File: config.mk
export PLATFORM = sky130hd
export DESIGN_NAME = hazard_scoreboard
export DESIGN_NICKNAME = d
export VERILOG_FILES = /design/src/rtl/hazard_pkg.sv /design/src/rtl/hazard_sb_entry.sv /design/src/rtl/hazard_scoreboard.sv
export SDC_FILE = /design/constraint.sdc
export NUM_CORES = 1
export LEC_CHECK = 0
export BUFFER_PORTS_ARGS = -buffer_cell sky130_fd_sc_hd__buf_2
export CORE_ASPECT_RATIO = 0.7
export CORE_MARGIN = 2
export CORE_UTILIZATION = 55
export DETAILED_ROUTE_END_ITERATION = 6
export GPL_TIMING_DRIVEN = 0
export HOLD_SLACK_MARGIN = 0.15
export PLACE_DENSITY = 0.77
export SLEW_MARGIN = 20
export SYNTH_ARGS = -nofsm -noshare
export SYNTH_HDL_FRONTEND = slang
export SYNTH_SLANG_ARGS = --single-unit
File: constraint.sdc
create_clock -name clk -period 3.2 [get_ports clk]
set_input_delay 0.32 -clock clk [delete_from_list [all_inputs] [get_ports clk]]
set_output_delay 0.32 -clock clk [all_outputs]
set_load 0.02 [all_outputs]
File: src/rtl/hazard_pkg.sv
// Shared defaults, latency classes and counter sizing for the decode hazard scoreboard.
package hazard_pkg;

    localparam int unsigned DEF_NUM_REGS = 8;
    localparam int unsigned DEF_REG_W    = 3;
    localparam int unsigned DEF_MAX_LAT  = 3;

    localparam int unsigned LAT_ALU  = 0;
    localparam int unsigned LAT_LOAD = 1;
    localparam int unsigned LAT_MUL  = DEF_MAX_LAT;

    // Countdown width; kept at least one bit so MAX_LAT=0 still elaborates.
    function automatic int unsigned cnt_width(input int unsigned max_lat);
        return (max_lat < 1) ? 1 : $clog2(max_lat + 1);
    endfunction

endpackage

File: src/rtl/hazard_sb_entry.sv
// One scoreboard slot: countdown until the register's result is forwardable.
module hazard_sb_entry
    import hazard_pkg::*;
#(
    parameter int unsigned CW          = 2,
    parameter int unsigned FLUSH_DEPTH = 1
) (
    input  logic          clk,
    input  logic          rst_n,
    input  logic          i_freeze,
    input  logic          i_flush,
    input  logic          i_load,
    input  logic [CW-1:0] i_lat,
    output logic          o_busy
);

    logic [CW-1:0] r_cnt;
    logic [CW-1:0] r_lat;
    logic [CW-1:0] w_age;
    logic          w_young;

    assign w_age   = r_lat - r_cnt;
    assign w_young = (r_cnt != '0) && (32'(w_age) < FLUSH_DEPTH);
    assign o_busy  = (r_cnt != '0);

    always_ff @(posedge clk or negedge rst_n) begin
        if (!rst_n) begin
            r_cnt <= '0;
            r_lat <= '0;
        end else if (i_flush) begin
            // Young producers are squashed; older ones keep ageing unless frozen.
            if (w_young)
                r_cnt <= '0;
            else if (!i_freeze && (r_cnt != '0))
                r_cnt <= r_cnt - CW'(1);
        end else if (!i_freeze) begin
            if (i_load) begin
                r_cnt <= i_lat;
                r_lat <= i_lat;
            end else if (r_cnt != '0) begin
                r_cnt <= r_cnt - CW'(1);
            end
        end
    end

endmodule

File: src/rtl/hazard_scoreboard.sv
// Decode-stage hazard unit: per-register countdown scoreboard, stall/issue and stall statistics.
module hazard_scoreboard
    import hazard_pkg::*;
#(
    parameter int unsigned NUM_REGS    = DEF_NUM_REGS,
    parameter int unsigned REG_W       = DEF_REG_W,
    parameter int unsigned MAX_LAT     = DEF_MAX_LAT,
    parameter int unsigned FLUSH_DEPTH = 1,
    parameter int unsigned STAT_W      = 16
) (
    input  logic                          clk,
    input  logic                          rst_n,
    input  logic                          id_valid,
    input  logic                          id_use_rs1,
    input  logic                          id_use_rs2,
    input  logic [REG_W-1:0]              rsrc1,
    input  logic [REG_W-1:0]              rsrc2,
    input  logic                          id_wr,
    input  logic [REG_W-1:0]              rdst,
    input  logic [cnt_width(MAX_LAT)-1:0] id_lat,
    input  logic                          freeze,
    input  logic                          flush,
    output logic                          stallD,
    output logic                          issue,
    output logic [NUM_REGS-1:0]           pending,
    output logic [STAT_W-1:0]             stall_cycles
);

    localparam int unsigned CW = cnt_width(MAX_LAT);

    logic [NUM_REGS-1:0] w_load;
    logic [CW-1:0]       w_lat;
    logic                w_busy1;
    logic                w_busy2;
    logic                w_haz;
    logic [STAT_W-1:0]   r_stall;

    // Indices with no matching slot read as not busy.
    always_comb begin
        w_busy1 = 1'b0;
        w_busy2 = 1'b0;
        for (int unsigned i = 0; i < NUM_REGS; i++) begin
            if (rsrc1 == REG_W'(i)) w_busy1 = pending[i];
            if (rsrc2 == REG_W'(i)) w_busy2 = pending[i];
        end
    end

    assign w_haz  = id_valid & ((id_use_rs1 & w_busy1) | (id_use_rs2 & w_busy2));
    assign stallD = w_haz & ~flush;
    assign issue  = id_valid & ~w_haz & ~freeze & ~flush;
    assign w_lat  = (32'(id_lat) > MAX_LAT) ? CW'(MAX_LAT) : id_lat;

    for (genvar g = 0; g < NUM_REGS; g++) begin : g_entry
        assign w_load[g] = issue & id_wr & (rdst == REG_W'(g));

        hazard_sb_entry #(
            .CW          (CW),
            .FLUSH_DEPTH (FLUSH_DEPTH)
        ) u_entry (
            .clk      (clk),
            .rst_n    (rst_n),
            .i_freeze (freeze),
            .i_flush  (flush),
            .i_load   (w_load[g]),
            .i_lat    (w_lat),
            .o_busy   (pending[g])
        );
    end

    // Frozen cycles still show stallD but are not counted.
    always_ff @(posedge clk or negedge rst_n) begin
        if (!rst_n)
            r_stall <= '0;
        else if (stallD && !freeze && (r_stall != '1))
            r_stall <= r_stall + STAT_W'(1);
    end

    assign stall_cycles = r_stall;

endmodule
[Word-level counts from Yosys, hierarchy flattened]
Index checks and enable logic that the tools add are counted.
Cells by class
  add/subtract/negate cells: 17
  multiply operators: 0
  divide/modulo/power cells: 0
  magnitude comparators: 8
  eq/ne operators: 31
  shift operators: 0
  muxes and demuxes: 64
  bitwise gates (word level): 20
  reductions and logical operators: 54
Operator list (number)
  $mux 2: 48
  $reduce_and 3->1: 16
  $eq 3x3->1 const B: 12
  $ne 3x1->1 const B: 8
  $reduce_bool 3->1: 8
  $eq 3x2->1 const B: 6
  $logic_and 1x1->1: 18
  $add 16x1->16 const B: 1
  $and 1x1->1: 16
  $lt 2x1->1 const B: 8
  $mux 1: 16
  $ne 16x16->1 const B: 1
  $reduce_bool 2->1: 8
  $sub 2x1->2 const B: 8
  $sub 2x2->2: 8
  $eq 3x1->1 const B: 3
  $logic_not 3->1: 3
  $not 1->1: 3
  $ne 2x1->1 const B: 1
  $logic_not 1->1: 1
  $or 1x1->1: 1
Word-level totals
  register bits: 48
  bits in latches: 0
  bits in writable memories: 0
  ROM bits: 0
  input port bits: 19
  output and inout port bits: 26
  word-level logic and storage cells: 211
  memories: 0

[Longest topological paths before layout]
  word-level depth: 21
  mapped depth: 8
  gate-level depth less buffers: 7

[Hierarchy]
A second synthesis with hierarchy kept.
Unflattened totals
  cell total of the unflattened synthesis: 335
  area, all modules: 3091.7 um^2
Modules (own cells, without submodules)
  hazard_sb_entry: times used 8, cells each 28, area each 245.2 um^2, sequential area each 100.1 um^2
  hazard_scoreboard: times used 1, cells each 111, area each 1129.8 um^2, sequential area each 400.4 um^2

[Least setup slack after synthesis]
Ideal clock, no wire load.
  kind: flip-flop to flip-flop
  start point: register g_entry[3].u_entry.r_cnt[0]
  end point: register g_entry[0].u_entry.r_lat[1]
  library setup time: 125 ps
  data arrival time: 2218 ps
  required time: 3075 ps
  setup slack: 857 ps
  stages on the path, launching flop included: 8
  path buffers: 0
  clock period less this slack: 2343 ps
  cell sequence: dfrtp_1 > inv_1 > ha_1 > mux2i_1 > mux4_2 > a22o_4 > nor4b_4 > mux2_4
Between the ends
  word-level cells in the longest chain between the ends: 16
  elaborated cells on any way between the ends: 22
  classes of those cells: mux: 10; bitwise: 10; reduce/logical: 2
Ends and longest elaborated chain
  start, declared: RTL line hazard_sb_entry.sv:17  | logic [CW-1:0] r_cnt;
  start signal, assigned: RTL line hazard_sb_entry.sv:35  | r_cnt <= r_cnt - CW'(1);
  start signal, assigned: RTL line hazard_sb_entry.sv:38  | r_cnt <= i_lat;
  start signal, assigned: RTL line hazard_sb_entry.sv:41  | r_cnt <= r_cnt - CW'(1);
  $reduce_bool 2->1 (*): RTL line hazard_sb_entry.sv:24  | assign o_busy = (r_cnt != '0);
  $mux 1, on equally long branches (5 in series): RTL line hazard_scoreboard.sv:43, hazard_scoreboard.sv:44
  $and 1x1->1: RTL line hazard_scoreboard.sv:48  | assign w_haz = id_valid & ((id_use_rs1 & w_busy1) | (id_use_rs2 & w_busy2));
  $or 1x1->1 (*): RTL line hazard_scoreboard.sv:48
  $and 1x1->1 (*): RTL line hazard_scoreboard.sv:48
  $not 1->1 (*): RTL line hazard_scoreboard.sv:50  | assign issue = id_valid & ~w_haz & ~freeze & ~flush;
  $and 1x1->1 (*) (3 in series): RTL line hazard_scoreboard.sv:50
  $and 1x1->1 (*) (2 in series): RTL line hazard_scoreboard.sv:54  | assign w_load[g] = issue & id_wr & (rdst == REG_W'(g));
  $reduce_and 3->1 (no line) (*)
  end signal, assigned: RTL line hazard_sb_entry.sv:39  | r_lat <= i_lat;
  end, declared: RTL line hazard_sb_entry.sv:18  | logic [CW-1:0] r_lat;
Every way passes the cells marked *; elsewhere a longest branch is shown, timed or not.
A chain may end at the register's enable or synchronous reset.

[Final worst setup path]
  start point: register g_entry[0].u_entry.r_cnt[1]
  end point: output stallD
Between the ends
  word-level cells in the longest chain between the ends: 13
  elaborated cells on any way between the ends: 22
  classes of those cells: mux: 16; bitwise: 5; reduce/logical: 1
Ends and longest elaborated chain
  start, declared: RTL line hazard_sb_entry.sv:17
  start signal, assigned: RTL line hazard_sb_entry.sv:35
  start signal, assigned: RTL line hazard_sb_entry.sv:38
  start signal, assigned: RTL line hazard_sb_entry.sv:41
  $reduce_bool 2->1 (*): RTL line hazard_sb_entry.sv:24
  $mux 1, on equally long branches (8 in series): RTL line hazard_scoreboard.sv:43, hazard_scoreboard.sv:44
  $and 1x1->1: RTL line hazard_scoreboard.sv:48
  $or 1x1->1 (*): RTL line hazard_scoreboard.sv:48
  $and 1x1->1 (*): RTL line hazard_scoreboard.sv:48
  $and 1x1->1 (*): RTL line hazard_scoreboard.sv:49  | assign stallD = w_haz & ~flush;
  end, declared: RTL line hazard_scoreboard.sv:23  | output logic stallD,
Marks and branches as above.

==> impl_metrics.json <==
{
  "reg2reg_depth": 8,
  "synth_seq_cells": 48,
  "path_clk_slew_ns": 0.09,
  "drt-wirelength-per-cell_um": 15.6,
  "start_util_pct": 58.4,
  "synth_nets": 357,
  "hold_path_end": "g_entry[3].u_entry.r_lat[1]",
  "hpwlAfterDp_mm": 5.17,
  "gp_congestion": 0.841,
  "critPathRequiredTime_ns": 2.88,
  "async_reset_ff_share_pct": 100,
  "whs_path_depth": 2,
  "cp_slowest_cell": "mux4_2",
  "place_ws_ns": 0.523,
  "fin_tns_setup_ns": 0,
  "min_period_over_period_pct": 94.8,
  "tightestPinTransition_ns": 0.612,
  "synth.largest_area_cell": "dfrtp_1",
  "ys.flop_type": "dfrtp_1",
  "rsz0062_at_grt": "no",
  "drc": 0,
  "synth_edf_count": 0,
  "p_per_area_nw_per_um2": 798,
  "grt_antenna_before_repair": 0,
  "cts_tree": "yes",
  "root_buffer": "clkbuf_8",
  "path_class": "reg -> out",
  "syn_avg_cell_area_um2": 9.76,
  "gr-usage-all-layers_pct": 24.7,
  "critPathMaxStageDelay_ns": 0.54,
  "grt_pass1_vias": 2441,
  "synthCells": 321,
  "critPathCaptureType": "primary output",
  "fin_nets": 405,
  "cts_max_path_buffers": 2,
  "setup_viol": 0,
  "worst_slack_ns": 0.167,
  "wl_mm": 6.90,
  "synthTopCellsByCount": "48 x dfrtp_1, 33 x inv_1, 23 x nor2_1",
  "clock_latency_ns": 0.31,
  "cts_setup_buffers": 0,
  "worst_ir_drop_vdd_v": 0.000531,
  "hold_class": "in -> reg",
  "syn_area_um2": 3130,
  "fin_crit_ns": 3.03,
  "areaGrowthSynthToFinish_pct": 12.7,
  "ys_seq_area_share_pct": 38.3,
  "grt-ovfl-total": 0,
  "ant_nets": 0,
  "fin_hold_ws_ns": 0.374,
  "grt_first_pass_wirelength_mm": 11.8,
  "cp_cell_sequence": "inv_1, ha_1, mux2i_1, mux4_2, a22oi_4, buf_2, nor3b_1, buf_2",
  "crit_buf_inv": 3,
  "drt_iter0_drc": 164,
  "cp_common_cell": "buf_2",
  "drv_slew": 0,
  "viasPerCell": 5.55,
  "run_status": "finished, final reports clean",
  "row_count": 22,
  "n_antenna_cell": 0,
  "cp_max_fo": 10,
  "rr_endpoint": "g_entry[1].u_entry.r_cnt[1]",
  "drive_gt1_share_pct": 23.8,
  "synthMostInstantiatedCell": "dfrtp_1",
  "core_um2": 5370,
  "yosys_warnings": 0,
  "io_buffer_count": 40,
  "dieArea_um2": 6330,
  "die_h_um": 67.2,
  "fmaxAchievable_ghz": 0.330,
  "regToRegStartpoint": "g_entry[0].u_entry.r_cnt[1]",
  "hold_path.startpoint": "id_lat[1]",
  "die_w_um": 94.2,
  "slew_headroom_pct": 59.2,
  "synth.top_cell.area_share_pct": 38.3,
  "synthTopCellsByArea": "dfrtp_1 38%, ha_1 6.8%, xnor2_1 5.6%, mux2_2 5.4%, xor2_1 4.5%",
  "crit_family": "multiplexers",
  "routed-via-count": 2448,
  "cts_htree_levels": 2,
  "grt_max_degree": 49,
  "cts_buffers": 5,
  "ioPinCount": 45,
  "cts_resized": 0,
  "drv_cap": 0,
  "critPathLaunchType": "flop",
  "crit_arrival_ns": 2.71,
  "finalHoldViolations": 0,
  "final.setup_skew_ns": 0.00369,
  "ys_types": 49,
  "reg2reg_slack_ns": 0.58,
  "cts_sinks": 48,
  "leakagePower_nw": 1.76,
  "firstDrtPassIters": 4
}
sequential cells by signal, summed over array words and instances (netlist names):
name	count
g_entry.u_entry.r_cnt	16
stall_cycles	16
g_entry.u_entry.r_lat	16
power breakdown:
part	switching (W)	internal, W	total, W
sequential	0.000142	0.000772	0.000914
combinational	0.000792	0.000717	0.00151
clock	0.000204	0.000193	0.000397
cell usage in the layout (no fill, tap or decap), drive strengths merged, types with 3 or more instances in the layout:
cell type and count:
ha 17, nor2 23, mux2i 8, nand3 14
dfrtp 48, inv 33, nand4 4, a22o 4
xnor2 20, clkbuf 13, nor3 17, buf 53
nand2 20, nor4 5, mux2 16, o31ai 3
xor2 16, and3 5, o21ai 12, nor3b 4
a21oi 8
per-stage QoR:
stage | area (um2) | util, % | instances | total power, W
3_3_place_gp | 3420 | 63.8 | 433 | 0.00236
3_5_place_dp | 3420 | 63.8 | 433 | 0.00243
6_report | 3530 | 65.8 | 441 | 0.00282
5_1_grt | 3530 | 65.8 | 441 | 0.00306
2_1_floorplan | 3130 | - | 321 | 0.00207
4_1_cts | 3520 | 65.6 | 440 | 0.00283
worst max-delay path by stage:
stage                           startpoint                     endpoint  slack [ns]  cells past startpoint
6_report       g_entry[0].u_entry.r_cnt[1]                       stallD        0.17                      8
5_1_grt        g_entry[3].u_entry.r_cnt[0]                       stallD        0.01                      8
4_1_cts        g_entry[0].u_entry.r_cnt[0]                       stallD        0.16                      8
3_5_place_dp   g_entry[0].u_entry.r_cnt[0]                       stallD        0.52                      8
3_3_place_gp   g_entry[3].u_entry.r_cnt[0]                       stallD        0.53                      8
2_1_floorplan  g_entry[3].u_entry.r_cnt[0]  g_entry[0].u_entry.r_lat[1]        0.86                      7
layout make-up:
| type | count | area [um2] |
|---|---|---|
| Inverter | 33 | 124 |
| Sequential cell | 48 | 1200 |
| Timing Repair Buffer | 41 | 213 |
| Tap cell | 72 | 90.1 |
| Clock buffer | 7 | 96.3 |
| Multi-Input combinational cell | 221 | 1690 |
| Fill cell | 443 | 1830 |
| Buffer | 19 | 121 |
routing by layer:
metal	routed length, um	part of all wire (%)	up-vias	track usage, %
met1	3400	49	1180	35.0
met4	54	0.78	0	5.07
met3	367	5.3	8	6.92
li1	-	-	1198	-
met5	0	0	-	0
met2	3070	45	62	38.4
kinds of logic (layout without fill, tap and decap cells):
kind of cell               Yosys count  after routing  share of synthesized area [%]
adders and majority gates           17             17                           6.79
buffers and inverters               52            100                           7.82
DFF                                 48             48                           38.3
muxes                               26             26                           9.86
and+or+nand+nor                    104            104                           17.6
AOI/OAI and AO/OA                   37             37                           8.82
xor gates and xnor gates            37             37                           10.8
what timing repair did:
action	in CTS	in global routing
endpoints found under the hold margin	0	48
setup endpoints to repair	0	0
hold buffers	0	1
Power figures use the tool's default switching activity.
